--- config.mk ---
export PLATFORM = sky130hd
export DESIGN_NAME = vs_sci_sequencer
export DESIGN_NICKNAME = d
export VERILOG_FILES = /design/src/rtl/vs_sci_pkg.sv /design/src/rtl/vs_sci_sequencer_rom.sv /design/src/rtl/vs_sci_sequencer.sv
export SDC_FILE = /design/constraint.sdc
export NUM_CORES = 1
export LEC_CHECK = 0
export ABC_AREA = 0
export ABC_CLOCK_PERIOD_IN_PS = 2500
export CAP_MARGIN = 0
export CELL_PAD_IN_SITES_DETAIL_PLACEMENT = 0
export CELL_PAD_IN_SITES_GLOBAL_PLACEMENT = 1
export CORE_MARGIN = 2
export CORE_UTILIZATION = 35
export DETAILED_ROUTE_END_ITERATION = 12
export PLACE_DENSITY_LB_ADDON = 0.1
export SLEW_MARGIN = 25
export SYNTH_ARGS = -nofsm -noshare
export SYNTH_HDL_FRONTEND = slang
export SYNTH_SLANG_ARGS = --single-unit
--- constraint.sdc ---
create_clock -name clk -period 2.5 [get_ports clk]
set_clock_uncertainty 0.1 [all_clocks]
set_input_delay 0.75 -clock clk [delete_from_list [all_inputs] [get_ports clk]]
set_output_delay 0.75 -clock clk [all_outputs]
set_load 0.01 [all_outputs]
--- src/rtl/vs_sci_pkg.sv ---
// -----------------------------------------------------------------------------
// vs_sci_pkg
// Shared definitions for the VS10xx SCI command sequencer: FSM state encoding,
// SCI opcodes, SCI register addresses and init-table field widths.
// Optional feature macro used by importers: VS_SCI_READBACK_CHECK_EN.
// -----------------------------------------------------------------------------
package vs_sci_pkg;

  typedef enum logic [2:0] {
    IDLE      = 3'd0,
    GAP       = 3'd1,
    ISSUE     = 3'd2,
    WAIT_HIGH = 3'd3,
    ERR       = 3'd4
  } state_t;

  localparam logic [7:0] SCI_WR_INST = 8'h02;
  localparam logic [7:0] SCI_RD_INST = 8'h03;

  localparam logic [7:0] SCI_MODE   = 8'h00;
  localparam logic [7:0] SCI_CLOCKF = 8'h03;
  localparam logic [7:0] SCI_AUDATA = 8'h05;
  localparam logic [7:0] SCI_VOL    = 8'h0B;

  localparam int PTR_W  = 4;
  localparam int ADDR_W = 8;
  localparam int DATA_W = 8;

endpackage

--- src/rtl/vs_sci_sequencer_rom.sv ---
// -----------------------------------------------------------------------------
// vs_init_rom
// Combinational init table: entry pointer -> {rdh_wrl, addr, data}.
// Ports:
//   ptr      in  PTR_W   entry index
//   rdh_wrl  out 1       1 = read entry, 0 = write entry
//   addr     out 8       SCI register address
//   data     out 8       write data
// -----------------------------------------------------------------------------
module vs_init_rom
  import vs_sci_pkg::*;
(
  input  logic [PTR_W-1:0]  ptr,
  output logic              rdh_wrl,
  output logic [ADDR_W-1:0] addr,
  output logic [DATA_W-1:0] data
);

  always_comb begin
    rdh_wrl = 1'b0;
    // Unused slots repeat the MODE write so an oversized table stays benign.
    addr    = SCI_MODE;
    data    = 8'h08;
    case (ptr)
      4'd0: begin addr = SCI_MODE;   data = 8'h08; end
      4'd1: begin addr = SCI_CLOCKF; data = 8'h98; end
      4'd2: begin addr = SCI_AUDATA; data = 8'hAC; end
      4'd3: begin addr = SCI_VOL;    data = 8'h20; end
      default: ;
    endcase
  end

endmodule

--- src/rtl/vs_sci_sequencer.sv ---
// -----------------------------------------------------------------------------
// vs_sci_sequencer
// Command source for the SPI transmitter feeding the VS10xx. After start it
// issues the init table as SCI writes, then serves host read/write commands.
// Completion of each frame is detected from the transmitter's CSN.
// Optional macro VS_SCI_READBACK_CHECK_EN: every init write is followed by a
// read of the same address; a data mismatch raises error.
// Ports:
//   clk, rst                    clock, asynchronous active-high reset
//   start                       pulse: (re)start init sequence (ignored when busy)
//   busy/init_done/error        status (init_done, error sticky)
//   cmd_valid/cmd_ready         host command handshake (ready = accept pulse)
//   cmd_rdh_wrl/addr/data       host command fields
//   rsp_valid/rsp_data          host command completion pulse + read data
//   spi_ready/inst/rdh_wrl/reg_addr/dout   transmitter control outputs
//   spi_din/spi_din_valid/spi_csn          transmitter feedback
// -----------------------------------------------------------------------------
module vs_sci_sequencer
  import vs_sci_pkg::*;
#(
  parameter int         NUM_INIT       = 4,
  parameter int         GAP_CYCLES     = 50,
  parameter int         TIMEOUT_CYCLES = 2048,
  parameter logic [7:0] WR_INST        = 8'h02,
  parameter logic [7:0] RD_INST        = 8'h03
) (
  input  logic       clk,
  input  logic       rst,
  input  logic       start,
  output logic       busy,
  output logic       init_done,
  output logic       error,
  input  logic       cmd_valid,
  output logic       cmd_ready,
  input  logic       cmd_rdh_wrl,
  input  logic [7:0] cmd_addr,
  input  logic [7:0] cmd_data,
  output logic       rsp_valid,
  output logic [7:0] rsp_data,
  output logic       spi_ready,
  output logic [7:0] spi_inst,
  output logic       spi_rdh_wrl,
  output logic [7:0] spi_reg_addr,
  output logic [7:0] spi_dout,
  input  logic [7:0] spi_din,
  input  logic       spi_din_valid,
  input  logic       spi_csn
);

  localparam int GAP_W = $clog2(GAP_CYCLES + 1);
  localparam int TO_W  = $clog2(TIMEOUT_CYCLES + 1);
  localparam logic [GAP_W-1:0] GAP_LAST = GAP_W'(GAP_CYCLES - 1);
  localparam logic [TO_W-1:0]  TO_LAST  = TO_W'(TIMEOUT_CYCLES - 1);
  localparam logic [PTR_W-1:0] PTR_LAST = PTR_W'(NUM_INIT - 1);

  state_t             state;
  logic [PTR_W-1:0]   ptr;
  logic [GAP_W-1:0]   gap_cnt;
  logic [TO_W-1:0]    to_cnt;
  logic               host_phase;
  logic [7:0]         din_cap;
  logic [7:0]         din_now;
`ifdef VS_SCI_READBACK_CHECK_EN
  logic               verify;
`endif

  logic [PTR_W-1:0]   rom_idx;
  logic               rom_rdh_wrl;
  logic [7:0]         rom_addr;
  logic [7:0]         rom_data;

  // The single ROM port serves entry 0 on start and the next entry when a
  // frame completes; no other state needs the table.
  always_comb begin
    rom_idx = '0;
    if (state == WAIT_HIGH) rom_idx = ptr + 1'b1;
  end

  vs_init_rom u_rom (
    .ptr     (rom_idx),
    .rdh_wrl (rom_rdh_wrl),
    .addr    (rom_addr),
    .data    (rom_data)
  );

  // Read data may arrive on the same cycle CSN rises, so use it directly.
  assign din_now = spi_din_valid ? spi_din : din_cap;
  assign busy    = (state != IDLE) && (state != ERR);

  // Data capture register: cleared when a frame starts, loaded on din_valid.
  always_ff @(posedge clk) begin
    if (state == ISSUE && !spi_csn)
      din_cap <= '0;
    else if (state == WAIT_HIGH && spi_din_valid)
      din_cap <= spi_din;
  end

  always_ff @(posedge clk or posedge rst) begin
    if (rst) begin
      state        <= IDLE;
      ptr          <= '0;
      gap_cnt      <= '0;
      to_cnt       <= '0;
      host_phase   <= 1'b0;
      spi_ready    <= 1'b0;
      spi_inst     <= WR_INST;
      spi_rdh_wrl  <= 1'b0;
      spi_reg_addr <= '0;
      spi_dout     <= '0;
      cmd_ready    <= 1'b0;
      rsp_valid    <= 1'b0;
      rsp_data     <= '0;
      init_done    <= 1'b0;
      error        <= 1'b0;
`ifdef VS_SCI_READBACK_CHECK_EN
      verify       <= 1'b0;
`endif
    end else begin
      cmd_ready <= 1'b0;
      rsp_valid <= 1'b0;
      case (state)
        IDLE, ERR: begin
          if (start) begin
            ptr          <= '0;
            init_done    <= 1'b0;
            error        <= 1'b0;
            host_phase   <= 1'b0;
            spi_ready    <= 1'b0;
            spi_inst     <= rom_rdh_wrl ? RD_INST : WR_INST;
            spi_rdh_wrl  <= rom_rdh_wrl;
            spi_reg_addr <= rom_addr;
            spi_dout     <= rom_data;
            gap_cnt      <= '0;
`ifdef VS_SCI_READBACK_CHECK_EN
            verify       <= 1'b0;
`endif
            state        <= GAP;
          end else if (state == IDLE && init_done && cmd_valid) begin
            cmd_ready    <= 1'b1;
            host_phase   <= 1'b1;
            spi_inst     <= cmd_rdh_wrl ? RD_INST : WR_INST;
            spi_rdh_wrl  <= cmd_rdh_wrl;
            spi_reg_addr <= cmd_addr;
            spi_dout     <= cmd_data;
            gap_cnt      <= '0;
            state        <= GAP;
          end
        end

        // Enforce CSN-high time before the next ready rise; any CSN low restarts it.
        GAP: begin
          if (!spi_csn) begin
            gap_cnt <= '0;
          end else if (gap_cnt == GAP_LAST) begin
            spi_ready <= 1'b1;
            to_cnt    <= '0;
            state     <= ISSUE;
          end else begin
            gap_cnt <= gap_cnt + 1'b1;
          end
        end

        // Hold ready until the transmitter acknowledges by pulling CSN low.
        ISSUE: begin
          if (!spi_csn) begin
            spi_ready <= 1'b0;
            to_cnt    <= '0;
            state     <= WAIT_HIGH;
          end else if (to_cnt == TO_LAST) begin
            spi_ready <= 1'b0;
            error     <= 1'b1;
            state     <= ERR;
          end else begin
            to_cnt <= to_cnt + 1'b1;
          end
        end

        // Frame in flight; CSN rising marks completion.
        WAIT_HIGH: begin
          if (spi_csn) begin
            gap_cnt <= '0;
            if (host_phase) begin
              rsp_valid  <= 1'b1;
              rsp_data   <= spi_rdh_wrl ? din_now : 8'h00;
              host_phase <= 1'b0;
              state      <= IDLE;
            end else
`ifdef VS_SCI_READBACK_CHECK_EN
            if (!verify && !spi_rdh_wrl) begin
              // Re-read the address just written; spi_dout keeps the
              // written value for the comparison.
              verify      <= 1'b1;
              spi_inst    <= RD_INST;
              spi_rdh_wrl <= 1'b1;
              state       <= GAP;
            end else if (verify && (din_now != spi_dout)) begin
              verify <= 1'b0;
              error  <= 1'b1;
              state  <= ERR;
            end else
`endif
            begin
`ifdef VS_SCI_READBACK_CHECK_EN
              verify <= 1'b0;
`endif
              if (ptr < PTR_LAST) begin
                ptr          <= ptr + 1'b1;
                spi_inst     <= rom_rdh_wrl ? RD_INST : WR_INST;
                spi_rdh_wrl  <= rom_rdh_wrl;
                spi_reg_addr <= rom_addr;
                spi_dout     <= rom_data;
                state        <= GAP;
              end else begin
                init_done <= 1'b1;
                state     <= IDLE;
              end
            end
          end else if (to_cnt == TO_LAST) begin
            error <= 1'b1;
            state <= ERR;
          end else begin
            to_cnt <= to_cnt + 1'b1;
          end
        end

        default: state <= IDLE;
      endcase
    end
  end

endmodule

==> results.json <==
{
  "cts_tree": "yes",
  "grt_max_degree": 25,
  "rsz0062_at_grt": "false",
  "holdCritStartpoint": "din_cap[3]$_SDFFE_PP0P_",
  "synth-seq-cells": 64,
  "path_clk_slew_ns": 0.07,
  "final_cell_mix": "clkdlybuf4s50_1 (62), dfrtp_1 (55), nand2_1 (48)",
  "grt_pass1_wl_um": 13390,
  "antenna_left": 0,
  "p_leak_nw": 1.895,
  "path_class": "flop to output port",
  "cts_buffers": 9,
  "synth_area_leaders": "dfrtp_1 (42%), nand2_1 (5.4%), dfxtp_1 (4.8%)",
  "maxSlewHeadroom_pct": 63.73,
  "place.gp.congestion": 0.7987,
  "netlist_area_um2": 3367,
  "crit_path_max_fanout": 7,
  "finalNetCount": 488,
  "start_util_pct": 36.27,
  "viasPerCell": 4.949,
  "ys_types": 60,
  "vias": 2905,
  "fp.dieArea_um2": 10420,
  "r2r_slack_ns": 0.20,
  "die_x_um": 102.1,
  "setup_viol": 0,
  "antennaDiodeCount": 0,
  "ys_seq_area_share_pct": 46.38,
  "yosys.area.top_type_share_pct": 41.62,
  "finalSetupTns_ns": 0,
  "rows": 35,
  "synthToLayoutAreaGrowth_pct": 32.96,
  "nFillCells": 905,
  "cp.required_ns": 1.65,
  "die_y_um": 102.1,
  "worstReg2RegStart": "ptr[1]$_DFFE_PP0P_",
  "hold_viol_final": 0,
  "coreArea_um2": 9284,
  "drive_gt1_share_pct": 13.10,
  "initialDrtViolationCount": 115,
  "yosysWarnings": 0,
  "wl_met3_um": 400,
  "period_share_pct": 95.74,
  "grt_pass1_vias": 2740,
  "cts_setup_buffers": 0,
  "cp-start-kind": "flop",
  "ys.flop_type": "dfrtp_1",
  "route.detailed.drc": 0,
  "dr_wl_met2_um": 3559,
  "tightest_slew_ns": 0.5373,
  "synth_edf_count": 0,
  "wirelength_um": 8251,
  "avgSynthCellArea_um2": 9.051,
  "endpoint_kind": "output port",
  "synthCells": 372,
  "power_density_nw_per_um2": 487.6,
  "drt-pass1-iter-count": 4,
  "cts_max_path_buffers": 2,
  "highest_layer": "met4",
  "min_period_ns": 2.394,
  "worstReg2RegEnd": "spi_dout[3]$_DFFE_PP0P_",
  "routedWlPerCell_um": 14.06,
  "io_buffers": 62,
  "ir_drop_mv": 0.2279,
  "grt_usage_pct": 16.28,
  "status": "complete, no violations",
  "min_path_cells": 2,
  "yosys.area.top_type": "dfrtp_1",
  "overflow": 0,
  "drt-met1-wl_um": 4207,
  "cts_num_sinks": 64,
  "maxCapViolCount": 0,
  "clock-root-buffer": "clkbuf_8",
  "ios": 70,
  "final_area_um2": 4477,
  "max_freq_mhz": 417.8,
  "antenna_found_initial": 0,
  "hold_class": "flop to flop",
  "synth_async_sr_flop_share_pct": 87.50,
  "layout_commonest_cell": "clkdlybuf4s50_1",
  "reg2reg_depth": 5,
  "dp_hpwl_um": 5930,
  "crit_arrival_ns": 1.54,
  "h-tree-depth": 3,
  "holdPathEnd": "din_cap[3]$_SDFFE_PP0P_",
  "maxSlewViolCount": 0,
  "insertion_delay_ns": 0.34,
  "place_area_um2": 4248
}
[cells by family after synthesis]
logic type,share of synthesized area [%]
AND/OR/NAND/NOR,21.33
flip-flops,46.38
buffers and inverters,6.652
multiplexers,3.345
XOR/XNOR,3.122
adder cells (fa/ha/maj),1.486
AO/OA/AOI/OAI,17.47
other,0.2230
[state kept, by name (all words and copies together), names as in the netlist, 3 cells and up]
| name | count |
|---|---|
| ptr | 4 |
| din_cap | 8 |
| spi_dout | 8 |
| rsp_data | 8 |
| state | 3 |
| to_cnt | 12 |
| spi_reg_addr | 8 |
| gap_cnt | 6 |
[critical path: stages, from the launching register on]
cell and delay [ns]:
dfrtp_2 0.46, nor2_4 0.15, inv_1 0.09, clkdlybuf4s50_1 0.50
[cell usage after synthesis (all sizes together) (5+ instances only)]
master,number
buf,17
clkbuf,7
o21ai,28
xnor2,9
nor3,13
nor2,35
dfrtp,56
nand3,17
a21oi,25
a22oi,5
nand2,48
o31ai,8
dfxtp,8
mux2i,9
inv,16
[area by class of cell]
| class | instances | area [um2] | area share, % |
|---|---|---|---|
| inverter | 17 | 63.81 | 1.425 |
| clock buffer | 9 | 123.9 | 2.767 |
| clock inverter | 7 | 96.34 | 2.152 |
| timing repair buffer | 89 | 860.8 | 19.23 |
| sequential | 64 | 1563 | 34.91 |
| tap | 129 | 161.4 | 3.605 |
| multi-input combinational | 272 | 1608 | 35.91 |
[routing by layer]
metal  GRT usage (%)  vias up
met2           24.39       68
met4           5.538        0
met3           2.736        7
met1           23.89     1356
li1                -     1474
met5               0        -
[per-stage QoR]
step           instances  power [W]  utilization [%]  hold WS, ns  setup WS, ns
6_report             587   0.002183            48.22       0.3535        0.1065
3_5_place_dp         571   0.001207            45.75       0.3465       -0.1382
5_1_grt              587   0.002272            48.22       0.3882       0.03275
4_1_cts              587   0.002212            48.15       0.3589       0.03061
3_3_place_gp         571   0.001208            45.75       0.3403      -0.06195
2_1_floorplan        377   0.001127                -       0.3357        0.2787
[worst max path at each step]
| stage | from | to | depth (start not counted) | slack, ns |
|---|---|---|---|---|
| after CTS | state[1]$_DFFE_PP0P_ | busy | 3 | 0.03 |
| after global routing | state[1]$_DFFE_PP0P_ | busy | 3 | 0.03 |
| after floorplan | rst | cmd_ready$_DFF_PP0_ | 1 | 0.28 |
| final | state[1]$_DFFE_PP0P_ | busy | 3 | 0.11 |
| after global placement | spi_csn | to_cnt[2]$_DFFE_PP0P_ | 7 | -0.06 |
| after detailed placement | spi_csn | to_cnt[2]$_DFFE_PP0P_ | 7 | -0.14 |
[repair_timing]
item	CTS	global route
setup endpoints to repair	1	1
hold buffers	0	0
gates cloned	0	0
gates resized for setup	1	2
[where the power goes]
part / leakage, nW / internal (W) / switching, W
logic: 0.994 / 0.0000752 / 0.0000682
clock network: 0.113 / 0.000563 / 0.000434
registers: 0.788 / 0.00104 / 0.00000538
total: 1.89 / 0.00168 / 0.000508
Power figures use the tool's default switching activity.
